## config.mk

```make
export PLATFORM = sky130hd
export DESIGN_NAME = batch_packetizer
export DESIGN_NICKNAME = d
export VERILOG_FILES = /design/src/rtl/batch_packetizer.sv
export SDC_FILE = /design/constraint.sdc
export NUM_CORES = 1
export LEC_CHECK = 0
export CAP_MARGIN = 30
export CORE_AREA = 2 2 440 442
export CTS_CLUSTER_SIZE = 20
export DETAILED_ROUTE_END_ITERATION = 12
export DIE_AREA = 0 0 442 444
export GPL_TIMING_DRIVEN = 0
export SLEW_MARGIN = 15
export SYNTH_ARGS = -nofsm -noshare
export SYNTH_HDL_FRONTEND = slang
export SYNTH_SLANG_ARGS = --single-unit
```

## constraint.sdc

```tcl
create_clock -name clk -period 4.1 [get_ports clk]
set_clock_uncertainty 0.2 [all_clocks]
set_input_delay 1.025 -clock clk [delete_from_list [all_inputs] [get_ports clk]]
set_output_delay 1.025 -clock clk [all_outputs]
set_load 0.03 [all_outputs]
```

## src/rtl/batch_packetizer.sv

```systemverilog
// -----------------------------------------------------------------------------
// batch_packetizer
//
// Frames a stream of 512-bit result lines into batches. The first line of a
// batch carries the element count N in bits [511:480]. The batch spans
// L = ceil((N+1)/16) lines, and TLAST marks line L. A single registered output
// stage gives one cycle of latency and full one-line-per-clock throughput.
//
// Optional feature, macro BATCH_PACKETIZER_TKEEP_EN:
//   defined   - TKEEP on the final line enables only the 4*W valid bytes, where
//               W = (N+1) mod 16, or 16 when that is 0.
//   undefined - TKEEP is all-ones on every valid line.
// -----------------------------------------------------------------------------
module batch_packetizer #(
   parameter int BATCH_CNT_W = 16
) (
   input  logic                   clk,
   input  logic                   rst,
   input  logic [31:0]            cfg_N,
   input  logic                   in_data_TVALID,
   output logic                   in_data_TREADY,
   input  logic [511:0]           in_data_TDATA,
   output logic                   tx_data_TVALID,
   input  logic                   tx_data_TREADY,
   output logic [511:0]           tx_data_TDATA,
   output logic [63:0]            tx_data_TKEEP,
   output logic                   tx_data_TLAST,
   output logic                   busy,
   output logic [BATCH_CNT_W-1:0] batch_cnt
);

   typedef enum logic {
      IDLE = 1'b0,
      BODY = 1'b1
   } state_t;

   state_t      state;
   // NOTE: 33 bits so that N = 0xFFFFFFFF cannot overflow when computing N+16.
   logic [32:0] rem_lines;
   logic [32:0] first_lines;
   logic        in_acc;
   logic [63:0] keep_last;

   // Line count of a batch that would start on this cycle.
   assign first_lines = ({1'b0, cfg_N} + 33'd16) >> 4;

   // NOTE: ready depends only on the output register and downstream ready,
   // never on in_data_TVALID, so there is no combinational valid-to-ready loop.
   assign in_data_TREADY = !rst && (!tx_data_TVALID || tx_data_TREADY);
   assign in_acc         = in_data_TVALID && in_data_TREADY;

`ifdef BATCH_PACKETIZER_TKEEP_EN
   logic [3:0] n_lo;

   // Byte enables for the final line: 4*(n_low+1) bytes, covering 4..64.
   function automatic logic [63:0] last_keep(input logic [3:0] n_low);
      logic [6:0] n_bytes;
      n_bytes = {1'b0, n_low, 2'b00} + 7'd4;
      for (int i = 0; i < 64; i++) begin
         last_keep[i] = (7'(i) < n_bytes);
      end
   endfunction

   // Remember N mod 16 of the batch in flight for the final line's TKEEP.
   always_ff @(posedge clk) begin
      if (rst) begin
         n_lo <= 4'd0;
      end else if (in_acc && state == IDLE) begin
         n_lo <= cfg_N[3:0];
      end
   end

   // A single-line batch takes its width from cfg_N directly.
   assign keep_last = last_keep((state == IDLE) ? cfg_N[3:0] : n_lo);
`else
   assign keep_last = '1;
`endif

   // Batch FSM and output stage: loads a line on input accept, drops valid
   // once the downstream takes it, and holds everything while stalled.
   // NOTE: sequential state uses non-blocking assignments only, so every
   // register here sees the pre-edge values of the others.
   always_ff @(posedge clk) begin
      if (rst) begin
         state          <= IDLE;
         rem_lines      <= '0;
         busy           <= 1'b0;
         batch_cnt      <= '0;
         tx_data_TVALID <= 1'b0;
         tx_data_TLAST  <= 1'b0;
         tx_data_TDATA  <= '0;
         tx_data_TKEEP  <= '0;
      end else if (in_acc) begin
         tx_data_TVALID <= 1'b1;
         if (state == IDLE) begin
            tx_data_TDATA <= {cfg_N, in_data_TDATA[479:0]};
            if (first_lines == 33'd1) begin
               tx_data_TLAST <= 1'b1;
               tx_data_TKEEP <= keep_last;
               batch_cnt     <= batch_cnt + BATCH_CNT_W'(1);
            end else begin
               tx_data_TLAST <= 1'b0;
               tx_data_TKEEP <= '1;
               rem_lines     <= first_lines - 33'd1;
               state         <= BODY;
               busy          <= 1'b1;
            end
         end else begin
            tx_data_TDATA <= in_data_TDATA;
            rem_lines     <= rem_lines - 33'd1;
            if (rem_lines == 33'd1) begin
               tx_data_TLAST <= 1'b1;
               tx_data_TKEEP <= keep_last;
               batch_cnt     <= batch_cnt + BATCH_CNT_W'(1);
               state         <= IDLE;
               busy          <= 1'b0;
            end else begin
               tx_data_TLAST <= 1'b0;
               tx_data_TKEEP <= '1;
            end
         end
      end else if (tx_data_TREADY) begin
         tx_data_TVALID <= 1'b0;
      end
   end

endmodule

```

==> results.md, run 1 <==
* Minimum period implied by the final worst setup slack at 3.97 ns
* Endpoints failing hold at 0
* Clock sink count at 566
* Pre-CTS setup slack at -1.57 ns
* Global-route wire length before repair at 223000 um
* Number of global-route vias before repair at 25206
* Die Y-Extent at 444 um
* Proportion of netlist area held by the largest area contributor at 49.5%
* Metal2 WL at 79500 um
* Slowest-stage cell, CP: sky130_fd_sc_hd__clkdlybuf4s15_1
* Cell family contributing the most delay on the critical path: buffers and inverters
* Final-layout worst hold slack at 0.250 ns
* GR Overflow Total at 0
* CP endpoint: batch_cnt[1]
* Core Rows at 161
* Top Ports at 1144
* M1 wire length at 69000 um
* Area of the multi-input gates at 10300 um^2
* Cell at the root of the clock tree: sky130_fd_sc_hd__clkbuf_16
* Fraction of final layout cells with drive strength greater than 1 at 7.62%
* Largest driver fanout on the critical path at 10
* Transition time at the pin with the least slew margin at 0.953 ns
* Buffers and inverters on the worst path at 6
* TritonCTS clock tree: built
* Status: completed
* Setup crit end kind: register
* Worst-case headroom to the max-slew limit at 36.4%
* Synthesized flop and latch total at 566
* Synth top area cells: sky130_fd_sc_hd__dfxtp_1, sky130_fd_sc_hd__nand2_1, sky130_fd_sc_hd__nand3_1
* Antenna violations before repair at 36
* Number of I/O port buffers at 1128
* Crit path launch type: input port
* All-Layer GR Usage at 16.6%
* Wire length reported by the detailed router at 171000 um
* Slack of the worst reg-to-reg path at 0.48 ns
* Reg2reg path depth at 9
* Count of routing violations after the opening detailed-route iteration at 2433
* Count of pins over their slew limit at 0
* Post-synthesis cell type with the largest combined area: sky130_fd_sc_hd__dfxtp_1
* Synthesized netlist cell count at 2915
* Clk pin slew, worst setup/hold paths at 0.05 ns
* Pin count of the biggest net entering global routing at 58
* H-tree depth at 3
* Detailed-router iteration count before antenna repair at 5
* Cell seen most often among critical-path stages: sky130_fd_sc_hd__buf_4
* Fin crit share at 96.8%
* Detail Route met3 WL at 14700 um
* Count of distinct cell types in the synthesized netlist at 74
* DR DRC count at 0
* Critical path startpoint: cfg_N[5]
* Post-Place Cells at 6579
* FFs w/ async S/R, synth at 0%
* Finish-stage setup viols at 0
* Final #Nets at 4695
* Slowest Stage Delay on Critical Path at 0.46 ns
* Cell Area, Synth at 22900 um^2
* Seq/Total Area, Yosys at 49.5%
* Critical path arrival at 4.38 ns
* Min-Delay Path Class: register to register
* Layout Cells excl Fill at 6742
* Routability cong. at 0.990
* Mean Syn Cell Area at 7.86 um^2
* Clock buffers created by TritonCTS at 77
* Sequential cell area at 11300 um^2
* Static leakage at 16.4 nW
* Max cap viols at 0
* Filler Cell Count at 21272
* Setup repair after global routing missed its margin: false
* CP Depth at 14
* Number of synthesized flops with an enable pin at 0
* Fmax achieved at 252 MHz
* Mean number of vias per cell at 3.93
* Die Area at 196000 um^2
* Chain of cells forming the critical path: clkdlybuf4s15_1 -> ha_2 -> and4_1 -> clkbuf_1 -> nand4_1 -> buf_4 -> nor3b_2 -> a311oi_4 -> buf_4 -> a31oi_2 -> buf_4 -> buf_6 -> o21ai_0 -> a21oi_1
* CTS Buffer Depth at 3
* Critical path required time at 4.51 ns
* Critical setup path kind: input port to register
* Endpoint of the worst-slack reg-to-reg timing path: batch_cnt[14]
* HPWL after DPL at 145000 um
* Finished Cell Area at 40300 um^2
* Area overhead of the layout relative to synthesis at 76.1%
* Peak supply drop at 0.000272 V
* Routed WL per cell at 25.4 um
* R2r startpoint: rem_lines[8]
* Net Count, Synth at 3468
* Final worst-path setup slack at 0.132 ns
* Fin util at 21.0%
* Starting density of the core at 12.0%
* Die X-Extent at 442 um
* Latest clock arrival within the worst-skew pair at 0.69 ns
* Synth Warn # at 0
* Antenna violation net count after detailed routing at 0
* Hold buffer count at CTS at 0
* Top layer in use: met5
* Core box area at 192000 um^2
* Standard cell area after detailed placement at 37500 um^2
* Power per Cell Area at 424 nW/um^2
* Via count at 26480
* Most used DFF post-synth: sky130_fd_sc_hd__dfxtp_1
## cell type report
type,instances,area share (%)
Tap cell,2526,7.84
Buffer,290,3.52
Multi-Input combinational cell,2050,25.4
Timing Repair Buffer,1148,28.6
Clock inverter,29,0.807
Sequential cell,566,28.1
Antenna cell,19,0.118
Clock buffer,105,5.46
Inverter,9,0.0838
## cells by family after synthesis
kind of cell	after synthesis	synth area share, %
xor gates and xnor gates	34	1.30
adders and majority gates	5	0.273
AOI/OAI and AO/OA	199	6.74
DFF	566	49.5
buffers and inverters	299	6.13
and+or+nand+nor	1763	33.9
muxes	49	2.20
## stage by stage
stage               power, mW  setup TNS, ns
global placement         10.3       -1030.88
detailed placement       10.3        -666.65
floorplan                8.03              0
CTS                      17.3              0
finish                   17.1              0
global route             17.7              0
## cell usage in the layout (no fill, tap or decap), types with 19 or more instances in the layout
cell / netlist / final
sky130_fd_sc_hd__a211oi_1: 40 / 40
sky130_fd_sc_hd__clkdlybuf4s50_1: 0 / 1124
sky130_fd_sc_hd__a21oi_1: 23 / 23
sky130_fd_sc_hd__nand2_1: 1004 / 1004
sky130_fd_sc_hd__o21ai_0: 23 / 23
sky130_fd_sc_hd__nor2_1: 84 / 84
sky130_fd_sc_hd__clkbuf_2: 1 / 21
sky130_fd_sc_hd__buf_4: 66 / 78
sky130_fd_sc_hd__nand4_1: 22 / 22
sky130_fd_sc_hd__clkbuf_1: 178 / 167
sky130_fd_sc_hd__mux2i_1: 41 / 41
sky130_fd_sc_hd__clkbuf_16: 0 / 78
sky130_fd_sc_hd__buf_1: 28 / 27
sky130_fd_sc_hd__dfxtp_1: 566 / 565
sky130_fd_sc_hd__nand3_1: 513 / 512
sky130_fd_sc_hd__or2_2: 20 / 20
sky130_fd_sc_hd__xnor2_1: 23 / 23
sky130_fd_sc_hd__nor3_1: 27 / 25
sky130_fd_sc_hd__diode_2: 0 / 19
## metal layers
| metal | vias to the layer above | track usage [%] |
|---|---|---|
| met5 | - | 0 |
| met4 | 6 | 7.64 |
| li1 | 12239 | - |
| met3 | 223 | 5.17 |
| met2 | 1286 | 27.2 |
| met1 | 12726 | 19.8 |
## what timing repair did
action | CTS | global route
pin swaps | 2 | 3
endpoints found under the setup margin | 530 | 152
buffers inserted | 7 | 3
resized for setup | 25 | 26
## flip-flops by register name (all words and copies together), names as in the netlist
name	flops
batch_cnt	16
busy	1
rem_lines	33
state	1
tx_data_TDATA	512
tx_data_TKEEP	1
tx_data_TLAST	1
tx_data_TVALID	1
## cells in the mapped netlist, drive strengths merged, types with 9 or more instances
library cell and count:
nand4 24, o22ai 12, a211oi 40, nor3 27, dfxtp 566, mux2i 41, a22oi 14, clkbuf 179
buf 111, a21o 9, nand2 1005, xnor2 23, and3 19, nor2 84, or2 20, a21oi 23
o41ai 13, inv 9, o311ai 13, nand3 515, a31oi 11, o21ai 24, nor4 17, or4 10
xor2 11
## how the worst min path moves through the flow
stage	start	end	slack, ns	cells past startpoint
after floorplan	rem_lines[1]	rem_lines[1]	0.25	2
after global placement	tx_data_TDATA[112]	tx_data_TDATA[112]	0.24	2
after detailed placement	tx_data_TDATA[9]	tx_data_TDATA[9]	0.24	2
after CTS	tx_data_TDATA[9]	tx_data_TDATA[9]	0.25	2
after global routing	tx_data_TDATA[390]	tx_data_TDATA[390]	0.26	2
final	tx_data_TDATA[9]	tx_data_TDATA[9]	0.25	2
## worst register-to-register path: cells and delay by family, from the launching register on
| family | cells | cell delay, ns |
|---|---|---|
| compound gates | 3 | 0.63 |
| simple gates | 4 | 1.91 |
| flops | 1 | 0.35 |
| buf+inv | 2 | 0.41 |
## power breakdown
| part | total [mW] | switching (mW) | internal (mW) |
|---|---|---|---|
| clock network | 6.88 | 2.91 | 3.98 |
| registers | 6.24 | 0.335 | 5.90 |
| logic | 3.96 | 2.37 | 1.60 |
| total | 17.1 | 5.61 | 11.5 |
No activity file was read; power rests on OpenSTA's default activity.
==> run 2, diff against run 1 <==
- CAP_MARGIN: 30 -> 10
==> run 2 against run 1 <==
Net effect: first-iteration DRC count is 13% lower; power is 1.0% higher; register-to-register slack worse by 0.08 ns; worst hold slack better by 0.0011 ns; worst setup slack worse by 0.055 ns; wire length hardly changed; via count is 0.50% lower; cell count is 0.16% lower; core utilization hardly changed; clock-buffer cell count is 3 lower.
==> results.md, run 2 (synthesis results as in run 1) <==
* Status: completed (unchanged)
* DR DRC count at 0 (unchanged)
* Routed WL per cell at 25.4 um (about the same)
* Global-route wire length before repair at 224000 um (was 223000 um)
* Finished Cell Area at 40300 um^2 (about the same)
* Critical setup path kind: input port to register (unchanged)
* Count of routing violations after the opening detailed-route iteration at 2127 (was 2433)
* R2r startpoint: tx_data_TVALID (was rem_lines[8])
* Top Ports at 1144 (unchanged)
* Most common cell after layout, fill and taps aside: sky130_fd_sc_hd__clkdlybuf4s50_1 (unchanged)
* Setup repair after global routing missed its margin: false (unchanged)
* All-Layer GR Usage at 16.7% (was 16.6%)
* Endpoints failing hold at 0 (unchanged)
* Fraction of met1 tracks used by global routing at 19.6% (was 19.8%)
* CTS Buffer Depth at 3 (unchanged)
* Final #Nets at 4683 (was 4695)
* Area overhead of the layout relative to synthesis at 75.9% (was 76.1%)
* Die Y-Extent at 444 um (unchanged)
* Setup crit end kind: register (unchanged)
* Minimum period implied by the final worst setup slack at 4.02 ns (was 3.97 ns)
* Transition time at the pin with the least slew margin at 1.07 ns (was 0.953 ns)
* Clock sink count at 566 (unchanged)
* Met3 usage in global routing at 5.72% (was 5.17%)
* Standard cell area after detailed placement at 37400 um^2 (was 37500 um^2)
* TritonCTS clock tree: built (unchanged)
* Wire length reported by the detailed router at 171000 um (about the same)
* Critical hold path startpoint: tx_data_TDATA[394] (was tx_data_TDATA[9])
* Instance count along the most critical hold path at 2 (unchanged)
* Clk pin slew, worst setup/hold paths at 0.06 ns (was 0.05 ns)
* Largest registers: tx_data_TDATA (512), rem_lines (33), batch_cnt (16) (unchanged)
* Critical path arrival at 4.43 ns (was 4.38 ns)
* Largest register FFs at 512 (unchanged)
* Core Rows at 161 (unchanged)
* Worst-case headroom to the max-slew limit at 28.6% (was 36.4%)
* Fraction of final layout cells with drive strength greater than 1 at 7.54% (was 7.62%)
* GR Overflow Total at 0 (unchanged)
* Detailed-router iteration count before antenna repair at 6 (was 5)
* Antenna violation net count after detailed routing at 0 (unchanged)
* Routability cong. at 0.990 (unchanged)
* Power per Cell Area at 429 nW/um^2 (was 424 nW/um^2)
* Count of pins over their slew limit at 0 (unchanged)
* Pre-CTS setup slack at -1.98 ns (was -1.57 ns)
* Largest driver fanout on the critical path at 10 (unchanged)
* Largest reg by FF count: tx_data_TDATA (unchanged)
* Via count at 26348 (was 26480)
* Pin count of the biggest net entering global routing at 58 (unchanged)
* Crit path launch type: input port (unchanged)
* Starting density of the core at 12.0% (unchanged)
* Final worst-path setup slack at 0.0763 ns (was 0.132 ns)
* Number of I/O port buffers at 1128 (unchanged)
* Static leakage at 16.3 nW (was 16.4 nW)
* Busiest layer in global routing: met2 (unchanged)
* Peak supply drop at 0.000349 V (was 0.000272 V)
* Met2 capacity usage during global routing at 27.4% (was 27.2%)
* H-tree depth at 3 (unchanged)
* Die X-Extent at 442 um (unchanged)
* Leading cell types in the layout, fill and taps excluded: sky130_fd_sc_hd__clkdlybuf4s50_1, sky130_fd_sc_hd__nand2_1, sky130_fd_sc_hd__dfxtp_1, sky130_fd_sc_hd__nand3_1, sky130_fd_sc_hd__clkbuf_1 (unchanged)
* Cell at the root of the clock tree: sky130_fd_sc_hd__clkbuf_16 (unchanged)
* Die Area at 196000 um^2 (unchanged)
* Core box area at 192000 um^2 (unchanged)
* Finish-stage setup viols at 0 (unchanged)
* Antenna violations before repair at 36 (unchanged)
* Min-Delay Path Class: register to register (unchanged)
* Endpoint of the worst-slack reg-to-reg timing path: tx_data_TDATA[15] (was batch_cnt[14])
* Slack of the worst reg-to-reg path at 0.40 ns (was 0.48 ns)
* Min-Delay Endpoint: tx_data_TDATA[394] (was tx_data_TDATA[9])
* Overall power consumption at 17.3 mW (was 17.1 mW)
* Clock buffers created by TritonCTS at 76 (was 77)
* Fin crit share at 98.1% (was 96.8%)
* Critical path required time at 4.51 ns (about the same)
* Mean number of vias per cell at 3.91 (was 3.93)
* Hold buffer count at CTS at 0 (unchanged)
* Latest clock arrival within the worst-skew pair at 0.71 ns (was 0.69 ns)
* Reg2reg path depth at 9 (unchanged)
* Max cap viols at 0 (unchanged)
* Number of global-route vias before repair at 25180 (was 25206)
* HPWL after DPL at 145000 um (about the same)
* Fmax achieved at 249 MHz (was 252 MHz)
run 2: cell count changes in the layout (fill, tap and decap cells not counted), sizes merged:
cell and change:
diode -3, clkbuf -2, clkinv +1, buf -11, inv +1, bufinv +4, clkdlybuf4s15 -1
run 2: worst max-delay path, stage by stage:
cell and delay, ns:
sky130_fd_sc_hd__clkdlybuf4s50_1 0.54, sky130_fd_sc_hd__nand3_4 0.18, sky130_fd_sc_hd__or4_1 0.55, sky130_fd_sc_hd__buf_2 0.21, sky130_fd_sc_hd__mux2_4 0.33, sky130_fd_sc_hd__o21a_2 0.29, sky130_fd_sc_hd__and3_4 0.22, sky130_fd_sc_hd__a311oi_4 0.56
sky130_fd_sc_hd__buf_6 0.24, sky130_fd_sc_hd__nand3_1 0.12, sky130_fd_sc_hd__a21oi_1 0.16
run 2: cell type report:
type | instances | area, um^2
Clock inverter | 35 | 489
Fill cell | 21346 | 151000
Clock buffer | 102 | 2120
Multi-Input combinational cell | 2050 | 10300
Tap cell | 2526 | 3160
Buffer | 289 | 1420
Antenna cell | 16 | 40.0
Timing Repair Buffer | 1138 | 11400
Inverter | 9 | 33.8
Sequential cell | 566 | 11300
run 2: routing by layer:
metal	vias to the layer above	part of all wire, %
li1	12199	-
met4	10	3.8
met5	-	0.040
met1	12712	40
met3	204	9.2
met2	1223	47
run 2: how the worst max path moves through the flow:
| stage | start | to | slack, ns | depth (start not counted) |
|---|---|---|---|---|
| global placement | tx_data_TREADY | tx_data_TDATA[103] | -2.53 | 10 |
| CTS | tx_data_TREADY | tx_data_TDATA[99] | 0.01 | 10 |
| global route | cfg_N[19] | rem_lines[18] | 0.007 | 11 |
| finish | cfg_N[12] | rem_lines[22] | 0.08 | 11 |
| floorplan | cfg_N[9] | batch_cnt[8] | 0.06 | 11 |
| detailed placement | tx_data_TREADY | tx_data_TDATA[25] | -1.98 | 10 |
run 2: report_power, final:
group | switching (mW) | internal, mW
Clock | 2.95 | 4.12
Combinational | 2.37 | 1.58
Sequential | 0.334 | 5.90
Total | 5.65 | 11.6
run 2: what timing repair did:
item,4_1_cts,5_1_grt
setup endpoints to repair,532,131
pin swaps,2,2
setup buffers,4,3
gates resized for setup,34,21
gates cloned,0,0
run 2: through the flow:
step / utilization [%] / instances / setup TNS [ns] / hold slack, ns
2_1_floorplan: - / 2915 / 0 / 0.245
3_3_place_gp: 19.5 / 6569 / -1030.88 / 0.242
3_5_place_dp: 19.5 / 6572 / -714.03 / 0.244
4_1_cts: 21.0 / 6712 / 0 / 0.254
5_1_grt: 21.0 / 6723 / 0 / 0.265
6_report: 21.0 / 6731 / 0 / 0.251
==> run 3, diff against run 2 <==
- CTS_CLUSTER_SIZE: 20 -> default
==> results of run 3 <==
Final layout, timing and power as in run 2 (identical DEF).
